File: src/rtl/midi_voice_allocator_if.sv
// Event and voice-bank signal bundle for the polyphonic voice allocator.
// The master side is the upstream parser and voice bank; the slave side is the allocator.
interface midi_voice_allocator_if #(
    parameter int NUM_VOICES = 8
);
    localparam int VIDX_W = $clog2(NUM_VOICES);

    logic                  i_evt_valid;
    logic                  o_evt_ready;
    logic                  i_evt_on;
    logic [6:0]            i_evt_note;
    logic [6:0]            i_evt_vel;
    logic                  i_panic;
    logic                  o_voice_wr;
    logic [VIDX_W-1:0]     o_voice_idx;
    logic [6:0]            o_voice_note;
    logic [6:0]            o_voice_vel;
    logic                  o_voice_gate;
    logic                  o_steal;
    logic [NUM_VOICES-1:0] o_active_mask;

    modport master (
        output i_evt_valid, i_evt_on, i_evt_note, i_evt_vel, i_panic,
        input  o_evt_ready, o_voice_wr, o_voice_idx, o_voice_note, o_voice_vel,
               o_voice_gate, o_steal, o_active_mask
    );

    modport slave (
        input  i_evt_valid, i_evt_on, i_evt_note, i_evt_vel, i_panic,
        output o_evt_ready, o_voice_wr, o_voice_idx, o_voice_note, o_voice_vel,
               o_voice_gate, o_steal, o_active_mask
    );
endinterface

File: src/rtl/midi_voice_allocator.sv
// Polyphonic voice scheduler: serially scans the voice table per event and issues one
// configuration write (retrigger > free voice > steal oldest), plus an all-notes-off sweep.
module midi_voice_allocator #(
    parameter int NUM_VOICES = 8,
    parameter int AGE_W      = 8
) (
    input  logic                   i_clk,
    input  logic                   i_reset,
    midi_voice_allocator_if.slave  bus
);
    localparam int VIDX_W = $clog2(NUM_VOICES);
    localparam logic [VIDX_W-1:0] LAST_IDX = VIDX_W'(NUM_VOICES - 1);

    typedef enum logic [1:0] {IDLE, SCAN, WRITE, PANIC} state_t;

    state_t state, state_nxt;

    logic [NUM_VOICES-1:0] active;
    logic [6:0]            note_tab [NUM_VOICES];
    logic [AGE_W-1:0]      age_tab  [NUM_VOICES];

    logic              lat_on;
    logic [6:0]        lat_note;
    logic [6:0]        lat_vel;
    logic [VIDX_W-1:0] scan_idx;
    logic [VIDX_W-1:0] pan_idx;
    logic              match_found, free_found, old_found;
    logic [VIDX_W-1:0] match_idx, free_idx, old_idx;
    logic [AGE_W-1:0]  old_age;

    logic              voice_wr, voice_gate, steal;
    logic [VIDX_W-1:0] voice_idx;
    logic [6:0]        voice_note, voice_vel;

    logic              do_write;
    logic              steal_c;
    logic [VIDX_W-1:0] tgt_idx;

    function automatic logic [AGE_W-1:0] age_inc(input logic [AGE_W-1:0] a);
        return (&a) ? a : a + 1'b1;
    endfunction

    wire accept = (state == IDLE) && bus.i_evt_valid && !bus.i_panic;

    assign bus.o_evt_ready   = (state == IDLE) && !bus.i_panic;
    assign bus.o_voice_wr    = voice_wr;
    assign bus.o_voice_idx   = voice_idx;
    assign bus.o_voice_note  = voice_note;
    assign bus.o_voice_vel   = voice_vel;
    assign bus.o_voice_gate  = voice_gate;
    assign bus.o_steal       = steal;
    assign bus.o_active_mask = active;

    always_ff @(posedge i_clk or posedge i_reset) begin
        if (i_reset) state <= IDLE;
        else         state <= state_nxt;
    end

    always_comb begin
        state_nxt = state;
        if (bus.i_panic) begin
            state_nxt = PANIC;
        end else begin
            case (state)
                IDLE:    if (bus.i_evt_valid) state_nxt = SCAN;
                SCAN:    if (scan_idx == LAST_IDX) state_nxt = WRITE;
                WRITE:   state_nxt = IDLE;
                PANIC:   if (pan_idx == LAST_IDX) state_nxt = IDLE;
                default: state_nxt = IDLE;
            endcase
        end
    end

    // Target resolution from the candidates gathered during the scan
    always_comb begin
        do_write = 1'b0;
        steal_c  = 1'b0;
        tgt_idx  = match_idx;
        if (lat_on) begin
            do_write = 1'b1;
            if (match_found) begin
                tgt_idx = match_idx;
            end else if (free_found) begin
                tgt_idx = free_idx;
            end else begin
                tgt_idx = old_idx;
                steal_c = 1'b1;
            end
        end else if (match_found) begin
            do_write = 1'b1;
        end
    end

    // Event latch and scan candidates; reinitialised on every acceptance
    always_ff @(posedge i_clk) begin
        if (accept) begin
            lat_on      <= bus.i_evt_on && (bus.i_evt_vel != 7'd0);
            lat_note    <= bus.i_evt_note;
            lat_vel     <= bus.i_evt_vel;
            scan_idx    <= '0;
            match_found <= 1'b0;
            free_found  <= 1'b0;
            old_found   <= 1'b0;
            match_idx   <= '0;
            free_idx    <= '0;
            old_idx     <= '0;
            old_age     <= '0;
        end else if (state == SCAN) begin
            scan_idx <= scan_idx + 1'b1;
            if (active[scan_idx]) begin
                if (!match_found && note_tab[scan_idx] == lat_note) begin
                    match_found <= 1'b1;
                    match_idx   <= scan_idx;
                end
                if (!old_found || age_tab[scan_idx] > old_age) begin
                    old_found <= 1'b1;
                    old_age   <= age_tab[scan_idx];
                    old_idx   <= scan_idx;
                end
            end else if (!free_found) begin
                free_found <= 1'b1;
                free_idx   <= scan_idx;
            end
        end
        if (bus.i_panic)         pan_idx <= VIDX_W'(1);
        else if (state == PANIC) pan_idx <= pan_idx + 1'b1;
    end

    // Voice table and registered write port
    always_ff @(posedge i_clk or posedge i_reset) begin
        if (i_reset) begin
            active     <= '0;
            for (int v = 0; v < NUM_VOICES; v++) begin
                note_tab[v] <= '0;
                age_tab[v]  <= '0;
            end
            voice_wr   <= 1'b0;
            voice_idx  <= '0;
            voice_note <= '0;
            voice_vel  <= '0;
            voice_gate <= 1'b0;
            steal      <= 1'b0;
        end else begin
            voice_wr <= 1'b0;
            steal    <= 1'b0;
            if (bus.i_panic) begin
                active <= '0;
                for (int v = 0; v < NUM_VOICES; v++) age_tab[v] <= '0;
                voice_wr   <= 1'b1;
                voice_idx  <= '0;
                voice_note <= '0;
                voice_vel  <= '0;
                voice_gate <= 1'b0;
            end else if (state == PANIC) begin
                voice_wr   <= 1'b1;
                voice_idx  <= pan_idx;
                voice_note <= '0;
                voice_vel  <= '0;
                voice_gate <= 1'b0;
            end else if (state == WRITE && do_write) begin
                voice_wr   <= 1'b1;
                voice_idx  <= tgt_idx;
                voice_gate <= lat_on;
                steal      <= steal_c;
                if (lat_on) begin
                    voice_note        <= lat_note;
                    voice_vel         <= lat_vel;
                    active[tgt_idx]   <= 1'b1;
                    note_tab[tgt_idx] <= lat_note;
                    for (int v = 0; v < NUM_VOICES; v++) begin
                        if (VIDX_W'(v) == tgt_idx) age_tab[v] <= '0;
                        else if (active[v])        age_tab[v] <= age_inc(age_tab[v]);
                    end
                end else begin
                    voice_note      <= note_tab[tgt_idx];
                    voice_vel       <= '0;
                    active[tgt_idx] <= 1'b0;
                end
            end
        end
    end
endmodule
File: src/flat_wrapper.sv
// flat-port wrapper written by rule: the top's interface ports become plain ports
module midi_voice_allocator_flat 
#(
    parameter int NUM_VOICES = 8,
    parameter int AGE_W      = 8
)
  (i_clk, i_reset, bus_i_evt_valid, bus_i_evt_on, bus_i_evt_note, bus_i_evt_vel, bus_i_panic, bus_o_evt_ready, bus_o_voice_wr, bus_o_voice_idx, bus_o_voice_note, bus_o_voice_vel, bus_o_voice_gate, bus_o_steal, bus_o_active_mask);
  midi_voice_allocator_if #(.NUM_VOICES(NUM_VOICES)) bus_i ();
  input  logic i_clk;
  input  logic i_reset;
  input wire logic [$bits(bus_i.i_evt_valid)-1:0] bus_i_evt_valid;
  input wire logic [$bits(bus_i.i_evt_on)-1:0] bus_i_evt_on;
  input wire logic [$bits(bus_i.i_evt_note)-1:0] bus_i_evt_note;
  input wire logic [$bits(bus_i.i_evt_vel)-1:0] bus_i_evt_vel;
  input wire logic [$bits(bus_i.i_panic)-1:0] bus_i_panic;
  output wire logic [$bits(bus_i.o_evt_ready)-1:0] bus_o_evt_ready;
  output wire logic [$bits(bus_i.o_voice_wr)-1:0] bus_o_voice_wr;
  output wire logic [$bits(bus_i.o_voice_idx)-1:0] bus_o_voice_idx;
  output wire logic [$bits(bus_i.o_voice_note)-1:0] bus_o_voice_note;
  output wire logic [$bits(bus_i.o_voice_vel)-1:0] bus_o_voice_vel;
  output wire logic [$bits(bus_i.o_voice_gate)-1:0] bus_o_voice_gate;
  output wire logic [$bits(bus_i.o_steal)-1:0] bus_o_steal;
  output wire logic [$bits(bus_i.o_active_mask)-1:0] bus_o_active_mask;
  assign bus_i.i_evt_valid = bus_i_evt_valid;
  assign bus_i.i_evt_on = bus_i_evt_on;
  assign bus_i.i_evt_note = bus_i_evt_note;
  assign bus_i.i_evt_vel = bus_i_evt_vel;
  assign bus_i.i_panic = bus_i_panic;
  assign bus_o_evt_ready = bus_i.o_evt_ready;
  assign bus_o_voice_wr = bus_i.o_voice_wr;
  assign bus_o_voice_idx = bus_i.o_voice_idx;
  assign bus_o_voice_note = bus_i.o_voice_note;
  assign bus_o_voice_vel = bus_i.o_voice_vel;
  assign bus_o_voice_gate = bus_i.o_voice_gate;
  assign bus_o_steal = bus_i.o_steal;
  assign bus_o_active_mask = bus_i.o_active_mask;
  midi_voice_allocator #(.NUM_VOICES(NUM_VOICES), .AGE_W(AGE_W)) u_core (.i_clk(i_clk), .i_reset(i_reset), .bus(bus_i));
endmodule
File: config.mk
export PLATFORM = sky130hd
export DESIGN_NAME = midi_voice_allocator_flat
export DESIGN_NICKNAME = d
export VERILOG_FILES = /design/src/rtl/midi_voice_allocator_if.sv /design/src/rtl/midi_voice_allocator.sv /design/src/flat_wrapper.sv
export SDC_FILE = /design/constraint.sdc
export NUM_CORES = 1
export LEC_CHECK = 0
export ABC_AREA = 1
export BUFFER_PORTS_ARGS = -buffer_cell sky130_fd_sc_hd__buf_2
export CAP_MARGIN = 20
export CORE_MARGIN = 10
export CORE_UTILIZATION = 55
export DETAILED_ROUTE_END_ITERATION = 10
export PLACE_DENSITY = 0.72
export SLEW_MARGIN = 15
export SYNTH_ARGS = -nofsm -noshare
export SYNTH_HDL_FRONTEND = slang
export SYNTH_SLANG_ARGS = --single-unit
File: constraint.sdc
create_clock -name i_clk -period 6 [get_ports i_clk]
set_input_delay 0.6 -clock i_clk [delete_from_list [all_inputs] [get_ports i_clk]]
set_output_delay 0.6 -clock i_clk [all_outputs]
set_load 0.02 [all_outputs]
==> results of run 1 <==
==> cells by family after synthesis <==
logic type,count (synthesis),share of synthesized area (%)
flops,191,43.9
buf+inv,253,9.49
compound gates,294,14.8
fa+ha+maj,20,2.33
simple gates,690,28.1
mux,1,0.0930
xor+xnor,16,1.30
==> worst reg2reg max path, cell delays in order (launching register included) <==
cell	delay, ps
dfxtp_1	740
clkinv_1	820
o21ai_0	520
inv_1	80
ha_1	200
inv_1	50
a21oi_1	50
o21ai_0	170
nand2_1	70
nand2_1	60
o21ai_0	80
nand2_1	180
nand3_1	510
nand2_1	230
a21oi_1	100
==> metal layers <==
metal	share of wire [%]	GRT usage, %
met5	0	0
met2	49	39.0
met4	3.3	8.72
met1	42	28.7
met3	5.9	4.94
==> cell type report <==
cell class	count	area [um^2]
fill	1736	7590
tap	265	332
clock buffer	17	425
inverter	194	738
clock inverter	15	204
multi-input combinational	1021	5020
timing repair buffer	55	303
sequential	191	4730
==> flip-flops by register name, indices dropped and copies added, names as in the netlist, 2 cells and up <==
signal and count:
u_core.bus.o_voice_vel 7, u_core.state 2, u_core.lat_note 7, u_core.lat_vel 7, u_core.bus.o_voice_note 7, u_core.age_tab 64
u_core.pan_idx 3, u_core.match_idx 3, u_core.scan_idx 3, u_core.free_idx 3, u_core.note_tab 56, u_core.bus.o_voice_idx 3
u_core.old_idx 3, u_core.bus.o_active_mask 8, u_core.old_age 8
==> cells in the mapped netlist (all sizes together) <==
cell,number,share of area [%]
nand2,389,15
a21boi,4,0.28
buf,30,1.7
and3,1,0.058
o31ai,2,0.14
o2111ai,1,0.081
edfxtp,15,4.2
ha,20,2.3
a22oi,5,0.40
nor2,112,4.2
dfrtp,150,35
xor2,15,1.2
or2,1,0.058
o21a,5,0.35
o211ai,2,0.14
o21ai,164,7.9
nor2b,1,0.13
clkbuf,29,1.0
mux2i,1,0.093
nor4,3,0.17
nor3,20,0.93
a31oi,1,0.058
nand4,21,1.2
inv,191,6.7
a22o,7,0.57
o22ai,4,0.23
xnor2,1,0.081
dfxtp,26,4.8
nand3,142,6.8
clkinv,3,0.10
a21oi,99,4.7
==> where the power goes <==
| group | leakage (nW) | switching [W] | total [W] | internal, W |
|---|---|---|---|---|
| Combinational | 3.07 | 0.00119 | 0.00173 | 0.000540 |
| Sequential | 2.41 | 0.000166 | 0.00163 | 0.00147 |
| Clock | 0.304 | 0.000606 | 0.00118 | 0.000577 |
| Total | 5.78 | 0.00197 | 0.00455 | 0.00258 |
==> worst max-delay path by stage <==
stage | to | slack, ps
5_1_grt | u_core.old_age[6] | 1680
2_1_floorplan | u_core.age_tab[0] | 1360
6_report | u_core.old_age[1] | 2020
3_3_place_gp | u_core.old_age[3] | 2320
3_5_place_dp | u_core.old_idx[1] | 2200
4_1_cts | u_core.old_age[1] | 2170
==> stage by stage <==
stage | hold slack (ps) | setup slack (ps) | utilization, %
floorplan | 430 | 1360 | -
global placement | 449 | 2320 | 57.4
detailed placement | 456 | 2200 | 57.4
CTS | 319 | 2170 | 60.7
global route | 313 | 1680 | 60.7
finish | 327 | 2020 | 60.7
==> out/metrics.csv, run 1 <==
metric;value;unit
dpl cells;1725;
largest net degree at the start of global routing;101;
Routed Wire Length;29.9;mm
Worst R2R Start;u_core.scan_idx[2];
Final Instance Area;11700;um^2
Synth Cell Area;10800;um^2
Post-Layout Cell Count;1758;
Reg-to-Reg End;u_core.old_age[1];
starting density of the core;55.7;%
fin nets;1519;
Final min period;3980;ps
global-route wire length before repair;48.6;mm
most common cell after layout, fill and taps aside;nand2_1;
Yosys cell types;49;
Tot Pwr;0.00455;W
worst path cell trace;clkinv_1 > o21ai_0 > inv_1 > ha_1 > inv_1 > a21oi_1 > o21ai_0 > nand2_1 > nand2_1 > o21ai_0 > nand2_1 > nand3_1 > nand2_1 > a21oi_1;
Avg Inst Size Synth;7.34;um^2
H-Tree Depth;4;
max_slew headroom;26.6;%
DP Wirelength;21.0;mm
vias per cell;5.59;
routability cong.;0.953;
row count;51;
Std-Cell Core Area;19300;um^2
reg2reg path depth;14;
CTS root buffer;clkbuf_16;
DR pass1 iterations;5;
Seq cells post-synth;191;
crit-path max FO;26;
CTS Hold Bufs;0;
setup TNS;0;ps
post-CTS setup buffers;0;
area growth from synthesis to layout;9.15;%
Power per Cell Area;387;nW/um^2
final hold violations;0;
most frequent cells in the layout;360 x nand2_1, 184 x inv_1, 150 x dfrtp_1;
CP Class;flop to flop;
CP arrival;4300;ps
DRC Markers;0;
CTS tree;built;
Mapped Nets;1504;
Max Buffers Root-to-Sink;2;
CTS Sinks;191;
RSZ-0062 raised after global routing;no;
die area;25600;um^2
Slowest cell on crit path;clkinv_1;
worst skew pair latency;450;ps
clock skew;11.0;ps
Seq/Total Area, Yosys;43.9;%
Die W;160;um
vias in the first global route;9301;
max cap viols;0;
stages on the worst setup path;14;
Buffers on Ports;47;
antenna cells;0;
GRT Util Overall;23.2;%
CP peak stage delay;820;ps
total gr overflow;0;
DR iter-0 viols;915;
Max Slew Vio Count;0;
Hold Path Class;input pin to asynchronous set/reset pin;
Crit. Startpoint;u_core.scan_idx[2];
Clock transition at path regs;80;ps
DR WL/cell;17.0;um
via count;9828;
outcome;finished clean;
cts bufs inserted;17;
most frequent CP cell;nand2_1;
period utilisation layout;66.3;%
fmax;0.251;GHz
CTS resizes;0;
Ports;48;
die height;160;um
maximum vdd drop;0.259;mV
Buf+Inv Stages, Crit Path;3;
Worst Tran Pin Value;1100;ps
worst endpoint required time;6320;ps
crit start category;flop;
Critical Path End Type;flop;
r2r setup slk;2020;ps
antenna-violating nets left;0;
Final setup viols;0;
YS warnings;0;
share of layout cells above drive strength 1;9.24;%
initial antenna violation count;0;
Leakage Power;5.78;nW
Post-DP Area;11100;um^2
CP delay by family, top;simple AND/OR/NAND/NOR gates;
Mapped Cells;1465;
Power figures use the tool's default switching activity.
==> run 2, diff against run 1 <==
ABC_AREA = 0   (was 1)
PLACE_DENSITY = 0.75   (was 0.72)
clock period = 3.21 ns   (was 6 ns; I/O delays follow)
==> run 2 against run 1 <==
Effect of this change: power up 51%; largest cell class unchanged; via count decreased by 23%; worst hold slack worse by 280 ps; combinational power grew 4%; highest routed layer unchanged.
==> out/metrics.csv, run 2 <==
metric;value;unit;change
outcome;finished clean;;
Buffers on Ports;47;;unchanged
Avg Inst Size Synth;11.4;um^2;+55%
max_slew headroom;35.3;%;+8.8 points
CTS root buffer;clkbuf_16;;
GRT Util Overall;21.2;%;-2.0 points
area growth from synthesis to layout;10.3;%;
CTS tree;built;;
final hold violations;0;;unchanged
Ports;48;;unchanged
Max Slew Vio Count;0;;unchanged
Post-Layout Cell Count;1173;;-33%
Synth Cell Area;10200;um^2;-5.7%
CTS Hold Bufs;0;;unchanged
row count;49;;-3.9%
total gr overflow;0;;unchanged
fin nets;970;;-36%
clock skew;16.4;ps;+5.48 ps
Post-synth EDFFs;15;;unchanged
Critical Path End Type;flop;;
Final Instance Area;11200;um^2;-4.6%
most frequent cells in the layout;150 x dfrtp_1, 81 x nand2_1, 69 x mux2_2, 69 x nor2_1, 53 x o21ai_0;;
H-Tree Depth;4;;unchanged
antenna-violating nets left;0;;unchanged
Power per Cell Area;612;nW/um^2;+58%
Gate power share;26.3;%;-12 points
Biggest register;u_core.age_tab;;
die height;156;um;-2.5%
CP arrival;3310;ps;-990 ps
most common cell after layout, fill and taps aside;dfrtp_1;;
Sequential Area;4730;um^2;about the same
largest net degree at the start of global routing;71;;-30%
YS warnings;0;;unchanged
worst skew pair latency;440;ps;about the same
Post-synth top flop;dfrtp_1;;
global-route wire length before repair;40.8;mm;-16%
Die W;156;um;-2.5%
via count;7540;;-23%
CP Class;flop to flop;;
setup TNS;0;ps;unchanged
Routed Wire Length;25.2;mm;-16%
maximum vdd drop;0.397;mV;+53%
CP delay by family, top;compound AO/OA/AOI/OAI gates;;
top-count cell post-synth;dfrtp_1;;
FILL cells;1379;;-21%
die area;24300;um^2;-5.0%
worst endpoint required time;3550;ps;-2770 ps
Tot Pwr;0.00685;W;+51%
DR pass1 iterations;5;;unchanged
Worst Hold Slack;48.7;ps;-278 ps
sequential share of power;42.9;%;+7.0 points
Worst Tran Pin Value;968;ps;-134 ps
starting density of the core;56.1;%;+0.48 points
routability cong.;0.920;;-3.4%
post-CTS setup buffers;0;;unchanged
antenna cells;0;;unchanged
Final min period;2970;ps;-1010 ps
Area contributors post-synth;dfrtp_1 37%, mux4_2 8.0%, mux2_2 7.7%;;
leading area contributor after synthesis;dfrtp_1;;
fmax;0.337;GHz;+34%
DR WL/cell;21.5;um;+26%
Seq/Total Area, Yosys;46.5;%;+2.6 points
area of the multi-input gates;5090;um^2;+1.5%
max reg flops;64;;unchanged
Max Buffers Root-to-Sink;2;;unchanged
initial antenna violation count;0;;unchanged
vias per cell;6.43;;+15%
Mapped Cells;893;;-39%
Sw Ratio;33.7;%;-9.5 points
CP peak stage delay;530;ps;-290 ps
Slowest cell on crit path;mux4_2;;
dpl cells;1141;;-34%
DP Wirelength;17.4;mm;-17%
worst path cell trace;buf_4 > mux4_2 > mux2_2 > ha_1 > a21oi_1 > nor2b_1 > o32a_1 > o21a_2 > o31ai_1;;
Clk network pwr share;30.8;%;+4.8 points
vias in the first global route;7490;;-19%
Post-DP Area;10600;um^2;-4.6%
period utilisation layout;92.5;%;+26 points
DRC Markers;0;;unchanged
Final setup viols;0;;unchanged
ys async rst share;78.5;%;unchanged
Seq cells post-synth;191;;unchanged
Synth top area share;37.0;%;+2.1 points
crit start category;flop;;
largest registers;u_core.age_tab x64, u_core.note_tab x56;;
CTS resizes;0;;unchanged
Buf+Inv Stages, Crit Path;1;;-2
switching power;0.00231;W;+17%
max cap viols;0;;unchanged
Std-Cell Core Area;18100;um^2;-6.5%
Leakage Power;5.15;nW;-11%
Clock transition at path regs;80;ps;about the same
share of layout cells above drive strength 1;24.3;%;+15 points
Hold Path Class;input pin to flop;;
Mapped Nets;932;;-38%
CTS Sinks;191;;unchanged
DR iter-0 viols;666;;-27%
crit-path max FO;11;;-58%
Post-synth top cells;150 x dfrtp_1, 81 x nand2_1, 69 x mux2_2, 69 x nor2_1, 53 x o21ai_0;;
Yosys cell types;71;;+45%
Internal;0.00455;W;+76%
cts bufs inserted;17;;unchanged
RSZ-0062 raised after global routing;no;;
==> run 2: layout make-up <==
cell class	instances	area share, %
inverters	18	0.637
repair buffers	68	3.73
multi-input cells	635	45.5
well taps	229	2.56
clock inverters	14	1.47
clock buffers	18	3.92
flip-flops and latches	191	42.2
==> run 2: final timing paths <==
check | from | to | slack [ps] | cells past startpoint
max | u_core.scan_idx[1] | u_core.old_age[6] | 240 | 9
min | bus_i_evt_note[3] | u_core.lat_note[3] | 50 | 1
max reg2reg | u_core.scan_idx[1] | u_core.old_age[6] | 240 | 9
min reg2reg | u_core.old_age[0] | u_core.old_age[0] | 470 | 2
max in group asynchronous | i_reset | u_core.bus.o_voice_vel[2] | 2260 | 3
min in group asynchronous | i_reset | u_core.age_tab[23] | 90 | 2
==> run 2: per-layer routing <==
layer | vias to the layer above | global-route usage, % | wire length, um
met1 | 3791 | 28.1 | 10800
met4 | 0 | 7.91 | 609
li1 | 3415 | - | -
met3 | 46 | 4.60 | 1660
met2 | 288 | 33.7 | 12100
met5 | - | 0 | 0
==> run 2: per-stage QoR <==
step | setup slack (ps) | utilization, %
after floorplan | 10.4 | -
after global placement | 240 | 58.6
after detailed placement | 158 | 58.6
after CTS | 121 | 61.9
after global routing | 75.5 | 61.9
final | 241 | 61.9
==> run 2: kinds of logic (layout without fill, tap and decap cells) <==
kind of cell,count (synthesis),in the layout,share of synthesized area (%)
simple gates,259,259,12.6
flops,191,191,46.5
compound gates,180,180,12.1
mux,141,141,20.0
buf+inv,67,118,3.36
xor+xnor,35,35,3.02
fa+ha+maj,20,20,2.46
==> run 2: power groups by stage <==
stage / sequential, W / combinational, W / clock (W)
after floorplan: 0.00288 / 0.00150 / 0
after global placement: 0.00296 / 0.00174 / 0
after detailed placement: 0.00298 / 0.00179 / 0
after CTS: 0.00293 / 0.00180 / 0.00215
after global routing: 0.00298 / 0.00195 / 0.00224
final: 0.00294 / 0.00180 / 0.00211
==> run 3, diff against run 2 <==
CORE_MARGIN = 3   (was 10)
CORE_UTILIZATION = 56   (was 55)
PLACE_DENSITY = 0.77   (was 0.75)
==> run 3 against run 2 <==
Effect of this change: clock skew fell by 4.7 ps; register-to-register slack got worse by 30 ps; clock-buffer cell count rose by 1; die area fell by 19%; global-route usage rose by 4.3 points; combinational power barely moved; largest power group unchanged; worst setup slack got worse by 26 ps; sequential share of layout area fell by 0.067 points; first-iteration DRC count fell by 13%; largest cell class unchanged; worst hold slack got worse by 3.3 ps; critical path depth rose by 1; via count rose by 0.29%.
==> out/metrics.csv, run 3 (synthesis gave the netlist of run 2 again) <==
metric;value;unit;change
fmax;0.334;GHz;-0.88%
fin nets;974;;+0.41%
routability cong.;0.890;;-3.2%
Critical Path End Type;flop;;
Ports;48;;unchanged
starting density of the core;57.9;%;+1.8 points
maximum vdd drop;0.403;mV;+1.5%
Max Buffers Root-to-Sink;2;;unchanged
metal2 WL;11.9;mm;-2.0%
share of layout cells above drive strength 1;24.3;%;about the same
CTS tree;built;;
row count;48;;-2.0%
antenna-violating nets left;0;;unchanged
Max Slew Vio Count;0;;unchanged
CP Class;flop to flop;;
switching power;0.00224;W;-2.9%
DR iter-0 viols;578;;-13%
Routed Wire Length;24.8;mm;-1.6%
Sequential Area;4730;um^2;about the same
Final min period;3000;ps;+26.3 ps
RSZ-0062 raised after global routing;no;;
DR pass1 iterations;6;;+1
Die W;141;um;-9.8%
outcome;finished clean;;
Gate power share;26.0;%;-0.3 points
initial antenna violation count;0;;unchanged
CTS Sinks;191;;unchanged
Internal;0.00466;W;+2.4%
Power per Cell Area;615;nW/um^2;+0.42%
die height;141;um;-9.8%
H-Tree Depth;4;;unchanged
Buffers on Ports;47;;unchanged
max reg flops;64;;unchanged
area of the multi-input gates;5090;um^2;about the same
FILL cells;1324;;-4.0%
total gr overflow;0;;unchanged
Leakage Power;5.15;nW;+0.12%
Worst R2R Start;u_core.scan_idx[0];;
sequential share of power;42.9;%;about the same
crit-path max FO;11;;unchanged
Final setup viols;0;;unchanged
Biggest register;u_core.age_tab;;
largest registers;u_core.age_tab x64, u_core.note_tab x56;;
GRT Util Overall;25.5;%;+4.3 points
Crit. Startpoint;u_core.scan_idx[0];;
DP Wirelength;17.2;mm;-1.1%
largest net degree at the start of global routing;43;;-39%
Sw Ratio;32.5;%;-1.2 points
worst endpoint required time;3550;ps;about the same
die area;19800;um^2;-19%
most common cell after layout, fill and taps aside;dfrtp_1;;
cts bufs inserted;17;;unchanged
Std-Cell Core Area;17500;um^2;-3.0%
global-route wire length before repair;39.8;mm;-2.5%
DRC Markers;0;;unchanged
setup TNS;0;ps;unchanged
period utilisation layout;93.3;%;+0.82 points
vias in the first global route;7428;;-0.83%
final hold violations;0;;unchanged
highest metal used;met4;;
Clk network pwr share;31.1;%;+0.3 points
most frequent cells in the layout;150 x dfrtp_1, 81 x nand2_1, 69 x mux2_2, 69 x nor2_1, 53 x o21ai_0;;
Hold Path Class;input pin to asynchronous set/reset pin;;
DR WL/cell;21.1;um;-1.6%
max_slew headroom;36.3;%;+0.94 points
vias per cell;6.45;;+0.29%
crit start category;flop;;
CTS root buffer;clkbuf_16;;
Worst Hold Slack;45.5;ps;-3.25 ps
max cap viols;0;;unchanged
met1 wire length;10.7;mm;-0.67%
Post-Layout Cell Count;1173;;unchanged
CP arrival;3340;ps;+30 ps
antenna cells;0;;unchanged
Worst Tran Pin Value;955;ps;-13.1 ps
Final WS setup;215;ps;-26.3 ps
CTS Hold Bufs;0;;unchanged
area growth from synthesis to layout;10.6;%;
met3 wire length;1.68;mm;+1.1%
Clock transition at path regs;70;ps;about the same
clock skew;11.7;ps;-4.75 ps
Place WS;58.1;ps;-99.9 ps
dpl cells;1141;;unchanged
via count;7562;;+0.29%
worst skew pair latency;440;ps;about the same
[run 3: layout make-up]
cell class | count | share of cell area [%]
clock buffer | 19 | 3.86
clock inverter | 13 | 1.36
inverter | 18 | 0.635
multi-input combinational | 635 | 45.4
sequential | 191 | 42.2
tap | 225 | 2.51
timing repair buffer | 72 | 4.14
[run 3: power groups by stage]
stage	clock network, W	registers, W	logic [W]
final	0.00215	0.00296	0.00179
after global routing	0.00227	0.00299	0.00192
after CTS	0.00217	0.00295	0.00179
after detailed placement	0	0.00299	0.00178
after global placement	0	0.00298	0.00174
after floorplan	0	0.00288	0.00150
[run 3: timing repair]
| action | 4_1_cts | 5_1_grt |
|---|---|---|
| endpoints found under the hold margin | 0 | 0 |
| endpoints found under the setup margin | 0 | 10 |
| resized for setup | 0 | 3 |
| setup buffers | 0 | 0 |
[run 3: final timing paths]
| check | end | slack, ps | depth (start not counted) |
|---|---|---|---|
| hold reg to reg | u_core.old_idx[1] | 470 | 2 |
| hold / removal | u_core.age_tab[11] | 50 | 2 |
| setup / recovery | u_core.old_age[7] | 210 | 10 |
| max in group asynchronous | u_core.bus.o_voice_idx[0] | 2490 | 3 |
| min in group i_clk | u_core.lat_note[1] | 50 | 1 |
| setup reg to reg | u_core.old_age[7] | 210 | 10 |
[run 3: critical path, stage by stage, from the launching register on]
cell and delay [ps]:
dfxtp_4 450, buf_4 230, mux4_2 340, mux2_2 300, ha_1 310, a21o_1 160, a21oi_1 140, nor2b_1 60
o32a_1 340, o21a_1 320, o31ai_1 260
[run 3: through the flow]
stage / total power, W / util, % / cell area (um^2)
after floorplan: 0.00438 / - / 10200
after global placement: 0.00471 / 60.6 / 10600
after detailed placement: 0.00477 / 60.6 / 10600
after CTS: 0.00691 / 64.0 / 11200
after global routing: 0.00718 / 64.0 / 11200
final: 0.00690 / 64.0 / 11200
[run 3: routing by layer]
metal | up-vias | track usage, %
met1 | 3793 | 35.8
met5 | - | 0
met2 | 310 | 40.9
met4 | 0 | 8.31
li1 | 3414 | -
met3 | 45 | 4.41
